## src/rtl/qoa_slice_sequencer_if.sv

```systemverilog
// qoa_slice_sequencer_if
// Handshake bundle between a slice producer / residual consumer and the
// QOA slice sequencer.
//   in_valid/in_ready/slice_in : 64-bit QOA slice into the sequencer
//   deq_valid/deq_ready        : dequantised residual handshake out
//   deq_data                   : signed 16-bit dequantised residual
//   deq_idx                    : residual index 0..19 within the slice
//   deq_last/frame_last        : last residual of slice / of frame
// The master modport is the surrounding system; the slave modport is the
// sequencer itself.
interface qoa_slice_sequencer_if;
  logic        in_valid;
  logic        in_ready;
  logic [63:0] slice_in;
  logic        deq_valid;
  logic        deq_ready;
  logic [15:0] deq_data;
  logic [4:0]  deq_idx;
  logic        deq_last;
  logic        frame_last;

  modport master (
    output in_valid, slice_in, deq_ready,
    input  in_ready, deq_valid, deq_data, deq_idx, deq_last, frame_last
  );

  modport slave (
    input  in_valid, slice_in, deq_ready,
    output in_ready, deq_valid, deq_data, deq_idx, deq_last, frame_last
  );
endinterface

```

## src/rtl/qoa_slice_sequencer.sv

```systemverilog
// qoa_slice_sequencer
// Accepts one 64-bit QOA slice at a time, latches its scale-factor index and
// walks its 20 packed 3-bit residuals through the QOA dequantisation table,
// emitting one registered 16-bit signed value per downstream handshake.
// Counts completed slices per frame and flags the last residual of each
// slice and of each frame.
// Ports:
//   clk, rst_n  : clock, asynchronous active-low reset
//   flush       : synchronous abort, drops the slice and clears slice_cnt
//   bus         : slave side of qoa_slice_sequencer_if (slice in, residuals out)
//   slice_cnt   : slices fully emitted in the current frame
//   busy        : a slice is being emitted
module qoa_slice_sequencer #(
  parameter int SLICES_PER_FRAME = 256,
  parameter int CNT_W            = 8
) (
  input  logic                 clk,
  input  logic                 rst_n,
  input  logic                 flush,
  qoa_slice_sequencer_if.slave bus,
  output logic [CNT_W-1:0]     slice_cnt,
  output logic                 busy
);

  typedef enum logic {IDLE, RUN} state_t;

  localparam logic [CNT_W-1:0] CNT_LAST = CNT_W'(SLICES_PER_FRAME - 1);

  state_t      state, state_nxt;
  logic [3:0]  sf, sf_nxt;
  logic [56:0] shift, shift_nxt;
  logic [15:0] data, data_nxt;
  logic [4:0]  idx, idx_nxt;
  logic [CNT_W-1:0] cnt_nxt;

  logic valid, last, beat, ready, accept;

  // Dequantisation table: each row holds the magnitudes for the even codes
  // 0,2,4,6; the following odd code is the negation of its even neighbour.
  function automatic logic [15:0] dequant(input logic [3:0] s, input logic [2:0] code);
    logic [55:0] row;
    logic [13:0] mag;
    case (s)
      4'd0:  row = {14'd1,    14'd3,    14'd5,    14'd7};
      4'd1:  row = {14'd5,    14'd18,   14'd32,   14'd49};
      4'd2:  row = {14'd16,   14'd53,   14'd95,   14'd147};
      4'd3:  row = {14'd34,   14'd113,  14'd203,  14'd315};
      4'd4:  row = {14'd63,   14'd210,  14'd378,  14'd588};
      4'd5:  row = {14'd104,  14'd345,  14'd621,  14'd966};
      4'd6:  row = {14'd158,  14'd528,  14'd950,  14'd1477};
      4'd7:  row = {14'd228,  14'd760,  14'd1368, 14'd2128};
      4'd8:  row = {14'd316,  14'd1053, 14'd1895, 14'd2947};
      4'd9:  row = {14'd422,  14'd1405, 14'd2529, 14'd3934};
      4'd10: row = {14'd548,  14'd1828, 14'd3290, 14'd5117};
      4'd11: row = {14'd696,  14'd2320, 14'd4176, 14'd6496};
      4'd12: row = {14'd868,  14'd2893, 14'd5207, 14'd8099};
      4'd13: row = {14'd1064, 14'd3548, 14'd6386, 14'd9933};
      4'd14: row = {14'd1286, 14'd4288, 14'd7718, 14'd12005};
      default: row = {14'd1536, 14'd5120, 14'd9216, 14'd14336};
    endcase
    case (code[2:1])
      2'd0:    mag = row[55:42];
      2'd1:    mag = row[41:28];
      2'd2:    mag = row[27:14];
      default: mag = row[13:0];
    endcase
    dequant = code[0] ? -{2'b00, mag} : {2'b00, mag};
  endfunction

  // Handshake decode. A new slice may be taken on the same edge that retires
  // residual 19, so back-to-back slices run without a bubble.
  always_comb begin
    valid  = (state == RUN);
    last   = valid && (idx == 5'd19);
    beat   = valid && bus.deq_ready;
    ready  = !flush && ((state == IDLE) || (beat && last));
    accept = bus.in_valid && ready;
  end

  assign bus.in_ready   = ready;
  assign bus.deq_valid  = valid;
  assign bus.deq_data   = data;
  assign bus.deq_idx    = idx;
  assign bus.deq_last   = last;
  assign bus.frame_last = last && (slice_cnt == CNT_LAST);
  assign busy           = (state == RUN);

  // Next-state and datapath update. Flush wins over everything and discards
  // any handshake in the same cycle; a beat on residual 19 completes the
  // slice and may be overridden by a same-edge accept.
  always_comb begin
    state_nxt = state;
    sf_nxt    = sf;
    shift_nxt = shift;
    data_nxt  = data;
    idx_nxt   = idx;
    cnt_nxt   = slice_cnt;
    if (flush) begin
      state_nxt = IDLE;
      idx_nxt   = 5'd0;
      cnt_nxt   = '0;
    end else begin
      if (beat) begin
        if (last) begin
          cnt_nxt   = (slice_cnt == CNT_LAST) ? '0 : slice_cnt + CNT_W'(1);
          state_nxt = IDLE;
        end else begin
          data_nxt  = dequant(sf, shift[56:54]);
          shift_nxt = {shift[53:0], 3'b000};
          idx_nxt   = idx + 5'd1;
        end
      end
      if (accept) begin
        sf_nxt    = bus.slice_in[63:60];
        shift_nxt = bus.slice_in[56:0];
        data_nxt  = dequant(bus.slice_in[63:60], bus.slice_in[59:57]);
        idx_nxt   = 5'd0;
        state_nxt = RUN;
      end
    end
  end

  // State and datapath registers.
  always_ff @(posedge clk or negedge rst_n) begin
    if (!rst_n) begin
      state     <= IDLE;
      sf        <= 4'd0;
      shift     <= '0;
      data      <= 16'd0;
      idx       <= 5'd0;
      slice_cnt <= '0;
    end else begin
      state     <= state_nxt;
      sf        <= sf_nxt;
      shift     <= shift_nxt;
      data      <= data_nxt;
      idx       <= idx_nxt;
      slice_cnt <= cnt_nxt;
    end
  end

endmodule

```

## src/flat_wrapper.sv

```systemverilog
// flat-port wrapper written by rule: the top's interface ports become plain ports
module qoa_slice_sequencer_flat 
#(
  parameter int SLICES_PER_FRAME = 256,
  parameter int CNT_W            = 8
)
  (clk, rst_n, flush, slice_cnt, busy, bus_in_valid, bus_slice_in, bus_deq_ready, bus_in_ready, bus_deq_valid, bus_deq_data, bus_deq_idx, bus_deq_last, bus_frame_last);
  qoa_slice_sequencer_if bus_i ();
  input  logic clk;
  input  logic rst_n;
  input  logic flush;
  output logic [CNT_W-1:0] slice_cnt;
  output logic busy;
  input wire logic [$bits(bus_i.in_valid)-1:0] bus_in_valid;
  input wire logic [$bits(bus_i.slice_in)-1:0] bus_slice_in;
  input wire logic [$bits(bus_i.deq_ready)-1:0] bus_deq_ready;
  output wire logic [$bits(bus_i.in_ready)-1:0] bus_in_ready;
  output wire logic [$bits(bus_i.deq_valid)-1:0] bus_deq_valid;
  output wire logic [$bits(bus_i.deq_data)-1:0] bus_deq_data;
  output wire logic [$bits(bus_i.deq_idx)-1:0] bus_deq_idx;
  output wire logic [$bits(bus_i.deq_last)-1:0] bus_deq_last;
  output wire logic [$bits(bus_i.frame_last)-1:0] bus_frame_last;
  assign bus_i.in_valid = bus_in_valid;
  assign bus_i.slice_in = bus_slice_in;
  assign bus_i.deq_ready = bus_deq_ready;
  assign bus_in_ready = bus_i.in_ready;
  assign bus_deq_valid = bus_i.deq_valid;
  assign bus_deq_data = bus_i.deq_data;
  assign bus_deq_idx = bus_i.deq_idx;
  assign bus_deq_last = bus_i.deq_last;
  assign bus_frame_last = bus_i.frame_last;
  qoa_slice_sequencer #(.SLICES_PER_FRAME(SLICES_PER_FRAME), .CNT_W(CNT_W)) u_core (.clk(clk), .rst_n(rst_n), .flush(flush), .bus(bus_i), .slice_cnt(slice_cnt), .busy(busy));
endmodule
```

## config.mk

```make
export PLATFORM = sky130hd
export DESIGN_NAME = qoa_slice_sequencer_flat
export DESIGN_NICKNAME = d
export VERILOG_FILES = /design/src/rtl/qoa_slice_sequencer_if.sv /design/src/rtl/qoa_slice_sequencer.sv /design/src/flat_wrapper.sv
export SDC_FILE = /design/constraint.sdc
export NUM_CORES = 1
export LEC_CHECK = 0
export BUFFER_PORTS_ARGS = -buffer_cell sky130_fd_sc_hd__buf_2
export CORE_MARGIN = 2
export CORE_UTILIZATION = 45
export DETAILED_ROUTE_END_ITERATION = 10
export GPL_TIMING_DRIVEN = 0
export PLACE_DENSITY = 0.72
export SYNTH_ARGS = -nofsm -noshare
export SYNTH_HDL_FRONTEND = slang
export SYNTH_SLANG_ARGS = --single-unit
```

## constraint.sdc

```tcl
create_clock -name clk -period 9.91 [get_ports clk]
set_input_delay 0.4955 -clock clk [delete_from_list [all_inputs] [get_ports clk]]
set_output_delay 0.4955 -clock clk [all_outputs]
set_load 0.01 [all_outputs]
```

### Yosys cells after proc, flatten, opt, wreduce, memory -nomap -nowiden

Memory sizes are Yosys's and may differ from the RTL's.
Cells that the tools add are included.

| word-level totals | value |
|---|---|
| bits in registers | 91 |
| bits in read-only memories | 1664 |
| bits of input ports | 69 |
| output and inout bits | 34 |
| memories | 2 |

| operators by class | value |
|---|---|
| add/sub/neg operators | 4 |
| equality and inequality tests | 8 |
| muxes and demuxes | 27 |
| bitwise operators | 2 |
| reduce and logical (&&, ||, !) cells | 20 |

Memories:

| name | depth | width | read ports | clocked after Yosys merged registers in | wr ports | RTL line | text |
|---|---|---|---|---|---|---|---|
| (name not given) | 16 | 52 | 1 | 0 | 0 | qoa_slice_sequencer.sv:43 | `case (s)` |
| (name not given) | 16 | 52 | 1 | 0 | 0 | qoa_slice_sequencer.sv:43 |  |

Operators by type and width:

| cell | number |
|---|---|
| $mux W57 | 3 |
| $pmux W14 S3 | 2 |
| $mux W16 | 5 |
| $mux W14 | 5 |
| $mux W8 | 4 |
| $neg A14 Y16 | 2 |
| $mux W5 | 4 |
| $add A8 B1 Y8 const B | 1 |
| $eq A8 B8 Y1 const B | 1 |
| $reduce_and A2 Y1 | 4 |
| $logic_and A1 B1 Y1 | 6 |
| $reduce_bool A2 Y1 | 3 |
| $reduce_bool A3 Y1 | 2 |
| $add A5 B1 Y5 const B | 1 |
| $eq A5 B5 Y1 const B | 1 |
| $eq A2 B1 Y1 const B | 2 |
| $eq A2 B2 Y1 const B | 2 |
| $logic_not A2 Y1 | 2 |
| $mux W1 | 4 |
| $ne A3 B3 Y1 const B | 1 |
| $reduce_and A3 Y1 | 1 |
| $ne A2 B2 Y1 const B | 1 |
| $not A1 Y1 | 2 |
| $logic_not A1 Y1 | 1 |
| $logic_or A1 B1 Y1 | 1 |

### Depth between registers and ports, before layout

Gate-level depths: netlist of the first run.

| logic depth | value |
|---|---|
| depth after elaboration | 11 |
| gate-level depth with buffers | 15 |
| gate-level depth less buffers | 12 |

### Worst setup path before layout of the first run

OpenSTA, ideal clock, no wires.

| timing | value |
|---|---|
| kind | input -> register |
| start | in bus_slice_in[60] |
| end | reg u_core.data[10] (netlist: u_core.bus.deq_data[10]) |
| setup time | 0.104 ns |
| arrival | 3.581 ns |
| path slack | 6.225 ns |
| stages | 13 |
| path buffers | 2 |
| cell sequence | clkbuf_1 > inv_1 > ha_1 > mux4_2 > a221oi_2 > or2_2 > ha_1 > inv_1 > or4b_1 > buf_2 > o31ai_1 > xor2_1 > a221oi_1 |

| on the way | value |
|---|---|
| cells in the longest elaborated chain, start to end | 7 |

RTL lines:

| item | RTL line | text |
|---|---|---|
| start, declared | flat_wrapper.sv:15 | `input wire logic [$bits(bus_i.slice_in)-1:0] bus_slice_in;` |
| $mem_v2 Z16 W52 * | -- |  |
| $pmux W14 S3 * | qoa_slice_sequencer.sv:61 | `case (code[2:1])` |
| $mux W14 * | qoa_slice_sequencer.sv:113 | `if (accept) begin` |
| $mux W14 * | qoa_slice_sequencer.sv:98 | `if (flush) begin` |
| $neg A14 Y16 | qoa_slice_sequencer.sv:67 | `dequant = code[0] ? -{2'b00, mag} : {2'b00, mag};` |
| $mux W16 * | qoa_slice_sequencer.sv:67 |  |
| $mux W16 * | qoa_slice_sequencer.sv:113 |  |
| end signal, assigned | qoa_slice_sequencer.sv:136 | `data <= data_nxt;` |
| end, declared | qoa_slice_sequencer.sv:32 | `logic [15:0] data, data_nxt;` |

Every way passes the cells marked *; elsewhere a longest branch is shown, timed or not. The select of a mux whose other input is x is not followed.
A chain may end at the register's enable or synchronous reset.

### Worst setup path in the final report of the first run

| timing | value |
|---|---|
| start | reg u_core.sf[1] |
| end | reg u_core.data[14] (netlist: u_core.bus.deq_data[14]) |

| on the way | value |
|---|---|
| cells in the longest elaborated chain, start to end | 10 |

RTL lines:

| item | RTL line | text |
|---|---|---|
| start, declared | qoa_slice_sequencer.sv:30 | `logic [3:0] sf, sf_nxt;` |
| start signal, assigned | qoa_slice_sequencer.sv:134 | `sf <= sf_nxt;` |
| $mem_v2 Z16 W52 | -- |  |
| $pmux W14 S3 | qoa_slice_sequencer.sv:61 |  |
| $mux W14 | qoa_slice_sequencer.sv:104 | `if (last) begin` |
| $mux W14 | qoa_slice_sequencer.sv:103 | `if (beat) begin` |
| $mux W14 | qoa_slice_sequencer.sv:98 |  |
| $neg A14 Y16 | qoa_slice_sequencer.sv:67 |  |
| $mux W16 | qoa_slice_sequencer.sv:67 |  |
| $mux W16 | qoa_slice_sequencer.sv:104 |  |
| $mux W16 | qoa_slice_sequencer.sv:103 |  |
| $mux W16 | qoa_slice_sequencer.sv:113 |  |

No other way between the ends. The select of a mux whose other input is x is not followed.

==> metrics, run 1 <==
first-pass GRT wire length 39.0 mm; Commonest cells post-synth 169 x nand2_1, 91 x dfrtp_1, 59 x a22oi_1, 54 x a21oi_1, 43 x o21ai_0; Worst EP arrival 4.68 ns; slew at the pin with the worst max-slew slack 1.10 ns; Fin. Hold Viols 0; area leader, netlist dfrtp_1; grt total ovfl 0; Max Transition Viols Final 0; wire per inst 19.5 um; class of the worst hold path primary input to asynchronous set/reset pin; P&R area growth vs syn 14.6%; worst-path fanout max 10; Antenna diodes 0; Root Buffer clkbuf_16; Net Count, Synth 1030; normalized max-slew margin 26.7%; RSZ-0062 raised after global routing no; H-Tree Depth 3; detailed placement HPWL 17.9 mm; initial antenna violation count 1; CTS tree done; Clock Latency Late Sink 0.36 ns; DRT Wirelength 24.8 mm; width of the chip 133 um; top cells by area, synth dfrtp_1 31%, nand2_1 8.5%, a22oi_1 6.0%; Die ar. 0.0176 mm^2; total core area 0.0163 mm^2; Worst-path clk slew 0.07 ns; largest net degree at the start of global routing 52; GPL Wtd Cong 1.00; fin crit period 4.47 ns; Max Cap Viol 0; crit path capture type flip-flop; Pleak 0.00377 uW; yosys warns 0; worst vdd ir 0.127 mV; Initial DRT Pass Iterations 5; die height 133 um; number of buffers created by CTS 9; CTS Hold Bufs 0; DR vias/cell 6.12; vias in the first global route 7148; count leader, synth nand2_1; Setup CP Type flip-flop to flip-flop; Mean Syn Cell Area 7.98 um^2; CP startpoint u_core.sf[1]$_DFFE_PN0P_; PortBufs 99; Synth cell types 84; CP required 10.12 ns; Final setup viols 0; Layout Nets 1141; register area share after synthesis 30.6%; top cell type's share of synthesized area 30.6%; async set or reset register ratio after synthesis 100%; share of cells above drive strength 1 17.6%; CTS sink cnt 91; Ports 103; DRC errors left 0; postcts setup bufs 0; Highest Clock Rate 0.224 GHz; r2r startpoint u_core.sf[1]$_DFFE_PN0P_; vias post-DR 7772; outcome finished, final reports clean; Starting Density 45.5%; register bit count reported by yosys 91; PwrDens 164 mW/mm^2; Power, Total 1400 uW; clk_skew 0.0100 ns; Total GRT Usage 27.8%; Synth Instances 933; Iter 0 DRT Violations 942; FP Rows 47; period utilization 45.1%; Final TNS setup 0 ns; Resized Gates After CTS 0; Top FF cell, synth dfrtp_1; number of synthesized flops with an enable pin 0; Worst Setup Start Kind flip-flop; post-route ant nets 0; synthesized area 0.00744 mm^2; Clock Path Buffers 2
==> cells in the final DEF (no fill, tap or decap), types with 9 or more instances in the layout <==
cell type / count
a211oi_1: 13
a21oi_1: 54
a22oi_1: 59
a31oi_1: 16
buf_2: 125
clkbuf_1: 38
clkbuf_16: 9
dfrtp_1: 91
ha_1: 28
inv_1: 15
mux2i_1: 9
nand2_1: 169
nand2b_1: 35
nand3_1: 25
nand4_1: 9
nor2_1: 39
nor2b_1: 26
nor3_1: 20
o21ai_0: 43
o31ai_1: 13
xnor2_1: 10
xor2_1: 13
==> where the power goes <==
| group | internal (uW) | leakage (uW) | switching [uW] |
|---|---|---|---|
| Sequential | 438 | 0.00114 | 50.4 |
| Combinational | 211 | 0.00249 | 362 |
| Clock | 175 | 0.000137 | 160 |
==> cell type report <==
type / instances / area [um^2]
Multi-Input combinational cell: 744 / 4710
Buffer: 79 / 387
Sequential cell: 91 / 2280
Inverter: 19 / 73.8
Clock inverter: 6 / 58.8
Tap cell: 220 / 275
Timing Repair Buffer: 100 / 526
Clock buffer: 10 / 229
Fill cell: 1655 / 7820
==> worst paths after layout <==
| path | end | slack (ns) | cells past startpoint |
|---|---|---|---|
| setup / recovery | u_core.bus.deq_data[14]$_DFFE_PN0P_ | 5.44 | 13 |
| hold / removal | u_core.slice_cnt[0]$_DFFE_PN0P_ | 0.12 | 1 |
| setup reg to reg | u_core.bus.deq_data[14]$_DFFE_PN0P_ | 5.44 | 13 |
| hold reg to reg | u_core.shift[42]$_DFFE_PN0P_ | 0.48 | 2 |
| max in group asynchronous | u_core.bus.deq_data[1]$_DFFE_PN0P_ | 9.12 | 2 |
| min in group clk | u_core.shift[0]$_DFFE_PN0P_ | 0.33 | 3 |
==> cell families (layout without fill, tap and decap cells) <==
family | count (synthesis) | in the layout | synth area share, %
buffers and inverters | 98 | 214 | 6.19
AO/OA/AOI/OAI | 285 | 285 | 26.7
flip-flops | 91 | 91 | 30.6
adder cells (fa/ha/maj) | 28 | 28 | 4.71
multiplexers | 16 | 16 | 2.57
XOR/XNOR | 23 | 23 | 2.71
AND/OR/NAND/NOR | 392 | 392 | 26.5
==> per-stage QoR <==
step	std cells	hold WS (ns)	util [%]	setup WS (ns)	cell area, um^2
floorplan	933	0.200	-	6.23	7440
global placement	1252	0.459	50.2	5.22	8210
detailed placement	1253	0.464	50.4	5.34	8240
CTS	1269	0.157	52.2	5.55	8530
global route	1269	0.161	52.2	5.11	8530
finish	1269	0.119	52.2	5.44	8530
==> critical path: stages, from the launching register on <==
cell       delay, ns
dfrtp_1         0.48
buf_2           0.30
inv_1           0.24
ha_1            0.33
nor2b_1         0.17
a2111oi_0       0.31
or4_1           0.19
a21boi_0        0.47
ha_1            0.27
inv_1           0.06
nor4_1          0.69
nand3_1         0.29
o31ai_1         0.40
a22oi_1         0.12
==> per-layer routing <==
| metal | up-vias | track usage, % | wire length (um) |
|---|---|---|---|
| met5 | - | 0 | 0 |
| met1 | 3673 | 38.4 | 10700 |
| met2 | 379 | 43.7 | 11300 |
| li1 | 3645 | - | - |
| met4 | 0 | 10.3 | 942 |
| met3 | 75 | 4.98 | 1740 |
==> state kept, by name, summed over array words and instances, names as in the netlist <==
signal / cells
u_core.bus.deq_data: 16
u_core.bus.deq_idx: 5
u_core.bus.deq_valid: 1
u_core.sf: 4
u_core.shift: 57
u_core.slice_cnt: 8
(Power assumes the default switching activity.)
==> run 2, diff against run 1 <==
==> constraint.sdc (replaced) <==
create_clock -name clk -period 4.49 [get_ports clk]
set_input_delay 0.2245 -clock clk [delete_from_list [all_inputs] [get_ports clk]]
set_output_delay 0.2245 -clock clk [all_outputs]
set_load 0.01 [all_outputs]
==> metrics, run 2 (synthesis gave the netlist of run 1 again) <==
Initial DRT Pass Iterations 8 (was 5); Crit-path slowest cell dfrtp_1 (was nor4_1); class of the worst hold path primary input to flip-flop (was primary input to asynchronous set/reset pin); most common cell after layout, fill and taps aside nand2_1 (unchanged); Reg area 0.00228 mm^2 (unchanged); Final setup viols 0 (unchanged); Final WS setup 0.400 ns (was 5.44 ns); Final TNS setup 0 ns (unchanged); H-Tree Depth 3 (unchanged); GPL Wtd Cong 1.00 (unchanged); clk_skew 0.0107 ns (was 0.0100 ns); DR vias/cell 6.13 (was 6.12); Fill cells 1651 (was 1655); PwrDens 361 mW/mm^2 (was 164 mW/mm^2); Total GRT Usage 27.8% (about the same); PortBufs 99 (unchanged); detailed placement HPWL 17.9 mm (unchanged); outcome finished, final reports clean (unchanged); CTS sink cnt 91 (unchanged); worst path bufs/invs 3 (unchanged); width of the chip 133 um (unchanged); CP delay by family, top compound AO/OA/AOI/OAI gates (was simple AND/OR/NAND/NOR gates); vias in the first global route 7155 (was 7148); Worst Setup Start Kind flip-flop (unchanged); largest net degree at the start of global routing 52 (unchanged); Worst EP arrival 4.30 ns (was 4.68 ns); normalized max-slew margin 28.6% (was 26.7%); Multi-input gate area 0.00471 mm^2 (about the same); Iter 0 DRT Violations 932 (was 942); worst vdd ir 0.282 mV (was 0.127 mV); Largest Register u_core.shift (unchanged); share of cells above drive strength 1 17.7% (was 17.6%); Setup CP Type flip-flop to flip-flop (unchanged); total core area 0.0163 mm^2 (unchanged); post-route ant nets 0 (unchanged); DRT Wirelength 24.7 mm (was 24.8 mm); Placement Setup Slack 0.180 ns (was 5.34 ns); DRC errors left 0 (unchanged); first-pass GRT wire length 39.0 mm (about the same); wire per inst 19.4 um (was 19.5 um); fin crit period 4.09 ns (was 4.47 ns); Fin. Hold Viols 0 (unchanged); Ports 103 (unchanged); number of buffers created by CTS 9 (unchanged); max reg flops 57 (unchanged); CTS tree done (unchanged); Starting Density 45.5% (unchanged); Antenna diodes 0 (unchanged); Max Transition Viols Final 0 (unchanged); Max Cap Viol 0 (unchanged); initial antenna violation count 1 (unchanged); Root Buffer clkbuf_16 (unchanged); period utilization 91.1% (was 45.1%); Finished Cell Area 0.00855 mm^2 (was 0.00853 mm^2); Cell Chain, Critical Path buf_2 > inv_1 > ha_1 > nor2b_1 > a2111oi_0 > or4_1 > a21boi_1 > ha_1 > inv_1 > nor4_2 > nand3_1 > o31ai_1 > a22oi_1 (was buf_2 > inv_1 > ha_1 > nor2b_1 > a2111oi_0 > or4_1 > a21boi_0 > ha_1 > inv_1 > nor4_1 > nand3_1 > o31ai_1 > a22oi_1); FP Rows 47 (unchanged); Worst-path clk slew 0.07 ns (about the same); Layout Nets 1142 (was 1141); CP peak stage delay 0.49 ns (was 0.69 ns); Clock Latency Late Sink 0.36 ns (about the same); Clock Path Buffers 2 (unchanged); Pleak 0.00377 uW (about the same); die height 133 um (unchanged); crit path capture type flip-flop (unchanged); worst-path fanout max 10 (unchanged); commonest cells after routing, fill and taps aside 169 x nand2_1, 125 x buf_2, 91 x dfrtp_1 (unchanged); vias post-DR 7791 (was 7772); grt total ovfl 0 (unchanged); Die ar. 0.0176 mm^2 (unchanged); RSZ-0062 raised after global routing no (unchanged); slew at the pin with the worst max-slew slack 1.06 ns (was 1.10 ns); P&R area growth vs syn 14.9% (was 14.6%); Highest Clock Rate 0.245 GHz (was 0.224 GHz); Post-DP Area 0.00824 mm^2 (unchanged); CP required 4.70 ns (was 10.12 ns)
==> run 2: changes by cell type in the layout (fill, tap and decap cells not counted) <==
cell	before	now
a21boi_0	2	1
a21boi_1	0	1
dlygate4sd3_1	0	1
nor4_1	5	4
nor4_2	1	2
==> run 2: path summary, 6_finish.rpt <==
| kind | startpoint | to | slack (ns) | cells after the start |
|---|---|---|---|---|
| setup / recovery | u_core.sf[1]$_DFFE_PN0P_ | u_core.bus.deq_data[14]$_DFFE_PN0P_ | 0.40 | 13 |
| hold / removal | bus_slice_in[0] | u_core.shift[0]$_DFFE_PN0P_ | 0.06 | 3 |
| setup reg to reg | u_core.sf[1]$_DFFE_PN0P_ | u_core.bus.deq_data[14]$_DFFE_PN0P_ | 0.40 | 13 |
| hold reg to reg | u_core.shift[42]$_DFFE_PN0P_ | u_core.shift[42]$_DFFE_PN0P_ | 0.48 | 2 |
| max in group asynchronous | rst_n | u_core.shift[43]$_DFFE_PN0P_ | 3.43 | 3 |
| min in group asynchronous | rst_n | u_core.bus.deq_valid$_DFFE_PN0P_ | 0.42 | 2 |
==> run 2: power breakdown <==
group / internal (uW) / switching (uW) / total (uW)
clock: 387 / 351 / 738
combinational: 469 / 801 / 1270
sequential: 967 / 112 / 1080
==> run 2: repair_timing <==
action / CTS / global route
buffers inserted: 0 / 0
gates resized for setup: 0 / 2
hold endpoints to repair: 40 / 0
endpoints found under the setup margin: 0 / 5
hold buffers: 1 / 0
==> run 2: final cells by class <==
type,count,area share [%]
clock buffers,10,2.68
inverters,19,0.864
repair buffers,101,6.26
flip-flops and latches,91,26.6
well taps,220,3.22
plain buffers,79,4.52
clock inverters,6,0.688
multi-input cells,744,55.1
==> run 2: per-stage QoR <==
step | cells | hold WS (ns) | util [%] | power, uW
after floorplan | 933 | -0.0711 | - | 1920
after global placement | 1252 | 0.415 | 50.2 | 2320
after detailed placement | 1253 | 0.260 | 50.4 | 2320
after CTS | 1270 | 0.0568 | 52.2 | 3060
after global routing | 1270 | 0.0546 | 52.3 | 3260
final | 1270 | 0.0604 | 52.3 | 3090
==> run 2: worst min-delay path, stage by stage <==
cell,delay (ns)
buf_2,0.07
nand2_1,0.04
nand2_1,0.05
==> run 2: routing by layer <==
layer  global-route usage [%]  wire length (um)  vias up
met5                        0                 0        -
met1                     38.3             10700     3679
li1                         -                 -     3647
met2                     43.8             11400      395
met3                     4.98              1790       70
met4                     10.3               838        0
